## src/rtl/hazard_ctrl_pkg.sv

```systemverilog
// Shared encodings for the pipeline hazard controller: stage-control codes and FSM states.
package hazard_ctrl_pkg;

   // Stage control: bit0 = hold (dominates), bit1 = flush-to-NOP
   localparam logic [1:0] CTRL_RUN   = 2'b00;
   localparam logic [1:0] CTRL_HOLD  = 2'b01;
   localparam logic [1:0] CTRL_FLUSH = 2'b10;

   typedef enum logic [1:0] {
      ST_RUN      = 2'b00,
      ST_MEM_WAIT = 2'b01,
      ST_FAULT    = 2'b10
   } state_e;

endpackage

```

## src/rtl/hazard_perf.sv

```systemverilog
// Free-running stall/flush event counters; only built when HAZARD_PERF_EN is defined.
module hazard_perf (
   input  logic        clock,
   input  logic        reset,
   input  logic        stall_ev_i,
   input  logic        flush_ev_i,
   output logic [31:0] stall_cnt_o,
   output logic [31:0] flush_cnt_o
);

   logic [31:0] stall_cnt_q, stall_cnt_d;
   logic [31:0] flush_cnt_q, flush_cnt_d;

   always_comb begin
      stall_cnt_d = stall_cnt_q + {31'd0, stall_ev_i};
      flush_cnt_d = flush_cnt_q + {31'd0, flush_ev_i};
   end

   always_ff @(posedge clock) begin
      if (reset) begin
         stall_cnt_q <= '0;
         flush_cnt_q <= '0;
      end else begin
         stall_cnt_q <= stall_cnt_d;
         flush_cnt_q <= flush_cnt_d;
      end
   end

   assign stall_cnt_o = stall_cnt_q;
   assign flush_cnt_o = flush_cnt_q;

endmodule

```

## src/rtl/hazard_ctrl.sv

```systemverilog
// Pipeline hazard controller: load-use bubbles, branch flushes, data-memory stalls with timeout.
// Define HAZARD_PERF_EN to add the stall_cnt/flush_cnt performance counters.
module hazard_ctrl
   import hazard_ctrl_pkg::*;
#(
   parameter int unsigned MEM_TIMEOUT = 16
) (
   input  logic        clock,
   input  logic        reset,
   input  logic [4:0]  id_rs1,
   input  logic [4:0]  id_rs2,
   input  logic        id_uses_rs1,
   input  logic        id_uses_rs2,
   input  logic [4:0]  ex_rd,
   input  logic        ex_is_load,
   input  logic        branch_taken,
   input  logic        mem_req,
   input  logic        mem_ack,
   output logic        pc_hold,
   output logic [1:0]  if_id_ctrl,
   output logic [1:0]  id_ex_ctrl,
   output logic [1:0]  ex_mem_ctrl,
   output logic [1:0]  mem_wb_ctrl,
   output logic        mem_fault
`ifdef HAZARD_PERF_EN
   ,
   output logic [31:0] stall_cnt,
   output logic [31:0] flush_cnt
`endif
);

   // The cycle that enters MEM_WAIT counts as the first wait, so the
   // fault fires after MEM_TIMEOUT stalled cycles in total.
   localparam logic [7:0] WAIT_LAST = 8'(MEM_TIMEOUT - 1);

   state_e     state_q, state_d;
   logic [7:0] wait_cnt_q, wait_cnt_d;
   logic       pend_flush_q, pend_flush_d;

   logic       load_use;
   logic       mem_stall;
   logic [7:0] wait_nxt;

   assign load_use  = ex_is_load && (ex_rd != 5'd0) &&
                      ((id_uses_rs1 && (id_rs1 == ex_rd)) ||
                       (id_uses_rs2 && (id_rs2 == ex_rd)));
   assign mem_stall = ((state_q == ST_RUN) && mem_req && !mem_ack) ||
                      ((state_q == ST_MEM_WAIT) && !mem_ack);
   assign wait_nxt  = wait_cnt_q + 8'd1;

   always_comb begin
      state_d      = state_q;
      wait_cnt_d   = wait_cnt_q;
      pend_flush_d = pend_flush_q;
      pc_hold      = 1'b0;
      if_id_ctrl   = CTRL_RUN;
      id_ex_ctrl   = CTRL_RUN;
      ex_mem_ctrl  = CTRL_RUN;
      mem_wb_ctrl  = CTRL_RUN;
      mem_fault    = 1'b0;

      if (state_q == ST_FAULT) begin
         if_id_ctrl   = CTRL_FLUSH;
         id_ex_ctrl   = CTRL_FLUSH;
         ex_mem_ctrl  = CTRL_FLUSH;
         mem_wb_ctrl  = CTRL_FLUSH;
         mem_fault    = 1'b1;
         pend_flush_d = 1'b0;
         wait_cnt_d   = '0;
         state_d      = ST_RUN;
      end else if (mem_stall) begin
         pc_hold     = 1'b1;
         if_id_ctrl  = CTRL_HOLD;
         id_ex_ctrl  = CTRL_HOLD;
         ex_mem_ctrl = CTRL_HOLD;
         mem_wb_ctrl = CTRL_FLUSH;
         if (branch_taken) pend_flush_d = 1'b1;
         if (state_q == ST_MEM_WAIT) begin
            wait_cnt_d = wait_nxt;
            if (wait_nxt == WAIT_LAST) state_d = ST_FAULT;
         end else begin
            wait_cnt_d = '0;
            state_d    = ST_MEM_WAIT;
         end
      end else begin
         if (state_q == ST_MEM_WAIT) begin
            wait_cnt_d = '0;
            state_d    = ST_RUN;
         end
         if (branch_taken || pend_flush_q) begin
            if_id_ctrl   = CTRL_FLUSH;
            id_ex_ctrl   = CTRL_FLUSH;
            pend_flush_d = 1'b0;
         end else if (load_use) begin
            pc_hold    = 1'b1;
            if_id_ctrl = CTRL_HOLD;
            id_ex_ctrl = CTRL_FLUSH;
         end
      end

      if (reset) begin
         pc_hold     = 1'b1;
         if_id_ctrl  = CTRL_FLUSH;
         id_ex_ctrl  = CTRL_FLUSH;
         ex_mem_ctrl = CTRL_FLUSH;
         mem_wb_ctrl = CTRL_FLUSH;
         mem_fault   = 1'b0;
      end
   end

   always_ff @(posedge clock) begin
      if (reset) begin
         state_q      <= ST_RUN;
         wait_cnt_q   <= '0;
         pend_flush_q <= 1'b0;
      end else begin
         state_q      <= state_d;
         wait_cnt_q   <= wait_cnt_d;
         pend_flush_q <= pend_flush_d;
      end
   end

`ifdef HAZARD_PERF_EN
   hazard_perf u_perf (
      .clock       (clock),
      .reset       (reset),
      .stall_ev_i  (pc_hold),
      .flush_ev_i  (if_id_ctrl == CTRL_FLUSH),
      .stall_cnt_o (stall_cnt),
      .flush_cnt_o (flush_cnt)
   );
`endif

endmodule

```

## config.mk

```make
export PLATFORM = sky130hd
export DESIGN_NAME = hazard_ctrl
export DESIGN_NICKNAME = d
export VERILOG_FILES = /design/src/rtl/hazard_ctrl_pkg.sv /design/src/rtl/hazard_perf.sv /design/src/rtl/hazard_ctrl.sv
export SDC_FILE = /design/constraint.sdc
export NUM_CORES = 1
export LEC_CHECK = 0
export CORE_UTILIZATION = 44
export CTS_CLUSTER_DIAMETER = 40
export CTS_CLUSTER_SIZE = 16
export DETAILED_ROUTE_END_ITERATION = 7
export PLACE_DENSITY = 0.79
export RECOVER_POWER = 100
export SLEW_MARGIN = 20
export SYNTH_ARGS = -nofsm -noshare
export SYNTH_HDL_FRONTEND = slang
export SYNTH_SLANG_ARGS = --single-unit
```

## constraint.sdc

```tcl
create_clock -name clock -period 2.3 [get_ports clock]
set_input_delay 0.575 -clock clock [delete_from_list [all_inputs] [get_ports clock]]
set_output_delay 0.575 -clock clock [all_outputs]
set_load 0.05 [all_outputs]
```

==> summary.txt <==
Outcome
  – Status: complete, but fails checks
  – Failing checks: setup timing

Drt
  – 1st-iter DRT viols: 26
  – DRC viols: 0
  – Routed Wire Length: 3250 um
  – First-pass DRT Iterations: 4
  – Drt wl/cell: 17.1 um
  – Post-route ant nets: 0
  – Vias per std cell: 5.56
  – Via count: 1,056

Global routing
  – Vias in the first global route: 1,086
  – Initial antenna violation count: 0
  – Total GRT Usage: 33.3%
  – First-pass GRT wire length: 4990 um
  – Gr ovfl total: 0
  – Largest net degree at the start of global routing: 12

Clocking
  – Clock root cell: clkbuf_4
  – CTS Buffer Depth: 2
  – Clk slew on worst S/H paths: 0.07 ns
  – TritonCTS clock tree: yes
  – Worst skew pair latency: 0.28 ns
  – Hold_buf cts: 0
  – H-tree Lvls: 1
  – Total CTS buffers: 3
  – Clk sinks: 11

Setup path
  – Crit-path slowest cell: or4_1
  – Crit path buffers/inverters: 2
  – Crit-path leading delay family: simple AND/OR/NAND/NOR gates
  – Critical path peak fanout: 3
  – Crit path arrival time: 1.81 ns
  – CP Launch Type: input port
  – CP cell instances: buf_8 -> or4_1 -> o21a_2 -> nand3_2 -> o22ai_4 -> buf_12
  – Worst reg2reg path startpoint: state_q[0]
  – Worst setup path startpoint: ex_rd[2]
  – CP Data Required Time: 1.73 ns
  – Critical Path End Type: primary output
  – Crit-path max cell delay: 0.54 ns
  – Kind of critical path: in2out
  – Reg-to-reg setup timing slack: 0.55 ns

Synth
  – Sequential fraction of the synthesis area: between 20% and 30%
  – Syn Inst Count: 117
  – EDFF count, synth: 0
  – Synth cell types: 45
  – #FFs+latches synth: 11
  – Synth warn: 0
  – Ys flop type: dfxtp_1
  – Area of the mapped netlist: 902 um2
  – Syn nets: 142
  – Syn_area_per_cell: 7.71 um2
  – Asr flop ratio synth: 0%

Final layout
  – N_diodes: 0
  – Most common cell after layout, fill and taps aside: dfxtp_1
  – Most frequent cells in the layout: dfxtp_1 (11), a21oi_1 (9), o21ai_0 (9), buf_4 (9), xor2_1 (8)
  – Layout net count: ~190
  – Area Growth Syn to Fin: 66.6%
  – Non-Filler Instances: 190
  – Layout cells sized above 1: 38.7%

Timing
  – RSZ-0062 raised after global routing: yes
  – Tcrit/Tclk final: 104%
  – Final Hold Viols: 0
  – Slew Limit Fails: 0
  – Final setup vio count: 3
  – Final Worst Setup Slack: -0.0828 ns
  – Peak Freq: 420 MHz
  – Min cycle time layout: 2.38 ns
  – Setup TNS: -0.203 ns
  – Clock Skew: 0.00615 ns

Die
  – FP Rows: 16
  – I/O pins: 33
  – Die Wd: between 40 and 50 um
  – DIE AREA: 2240 um2
  – Area of the core: between 1500 and 2000 um2
  – Die Height: 47.3 um
  – Starting Density: a little under half

Pwr
  – Psw: 191 uW
  – Register share of total power: between 30% and 40%
  – Sw Ratio: approximately 34%
  – Logic pwr share: a little over 40%
  – Max IR drop VDD: approximately 250 uV
  – Clock share of power: 24.4%
  – PwrDens: between 300 and 400 nW/um2
  – Internal Power: 369 uW
  – Leakage power: 0.607 nW

Placed design
  – Setup Slack @ Placement: -0.531 ns
  – Placer Congestion: 0.818
  – Placed cell count: ~180
  – Port Buffers: 31
  – Post-detail-place hpwl: between 1500 and 2000 um

Job
  – Max-cap violations: 0

Min path
  – Hold WC Path Type: reg2reg
  – HP Start: wait_cnt_q[2]
-- per-stage QoR --
| stage | area [um2] | util, % | total power, mW | hold WS (ns) |
|---|---|---|---|---|
| after floorplan | 926 | - | 0.295 | 0.480 |
| after global placement | 1420 | 72.9 | 0.405 | 0.488 |
| after detailed placement | 1420 | 72.9 | 0.409 | 0.511 |
| after CTS | 1560 | 80.1 | 0.564 | 0.521 |
| after global routing | 1500 | 77.4 | 0.583 | 0.573 |
| final | 1500 | 77.4 | 0.560 | 0.538 |
-- final cells by class --
class,count,area (um2)
fill,142,439
timing repair buffer,48,454
sequential,11,220
inverter,1,3.75
clock buffer,4,26.3
tap,27,33.8
multi-input combinational,99,764
-- sequential cells by signal, indices dropped and copies added, names as in the netlist --
signal	count
wait_cnt_q	8
pend_flush_q	1
state_q	2
-- what timing repair did --
item | in CTS | in global routing
setup buffers | 3 | 0
gates resized for setup | 80 | 3
gates cloned | 0 | 0
setup endpoints to repair | 7 | 6
pin swaps | 24 | 3
-- cell usage after synthesis, types with 2 or more instances --
cell type	instances	area share [%]
a21oi_1	10	5.5
and2b_2	2	1.9
buf_4	3	2.5
buf_6	2	2.5
dfxtp_1	11	24
ha_1	2	2.8
nand2_1	8	3.3
nand2b_1	2	1.4
nand3_1	5	2.8
nor2_1	9	3.7
nor2b_1	4	2.8
nor3_1	3	1.7
nor4_1	3	2.1
o21ai_0	10	5.5
o21bai_1	2	1.7
o22ai_1	2	1.4
or3_1	3	2.1
xnor2_1	2	1.9
xor2_1	8	7.8
-- power groups by stage --
| stage | clock [mW] | combinational (mW) | sequential [mW] |
|---|---|---|---|
| after floorplan | 0 | 0.0963 | 0.199 |
| after global placement | 0 | 0.204 | 0.201 |
| after detailed placement | 0 | 0.208 | 0.201 |
| after CTS | 0.137 | 0.229 | 0.197 |
| after global routing | 0.147 | 0.237 | 0.198 |
| final | 0.136 | 0.226 | 0.198 |
-- path summary, 6_finish.rpt --
| check | end | cells after the start |
|---|---|---|
| min | wait_cnt_q[2] | 2 |
| max | if_id_ctrl[0] | 6 |
| max reg2reg | wait_cnt_q[7] | 6 |
| min reg2reg | wait_cnt_q[2] | 2 |
-- layer usage --
metal | track usage, % | share of wire, % | vias up
li1 | - | - | 514
met1 | 38.4 | 40 | 495
met2 | 57.5 | 52 | 37
met3 | 5.38 | 4.5 | 10
met4 | 18.9 | 3.0 | 0
met5 | 0 | 0 | -
-- tightest hold or removal path: cells and delay by family, from the launching register on --
family,cells,cell delay (ns)
AO/OA/AOI/OAI,2,0.15
flip-flops,1,0.35
-- cells by family (layout without fill, tap and decap cells) --
family,count (synthesis),after routing,synth area share (%)
compound gates,35,35,24.1
xor+xnor,10,10,9.71
fa+ha+maj,2,2,2.77
buf+inv,7,53,5.82
flops,11,11,24.4
other cells,1,1,0.416
simple gates,51,51,32.7
Note: power is estimated with default switching activity, not from simulation.
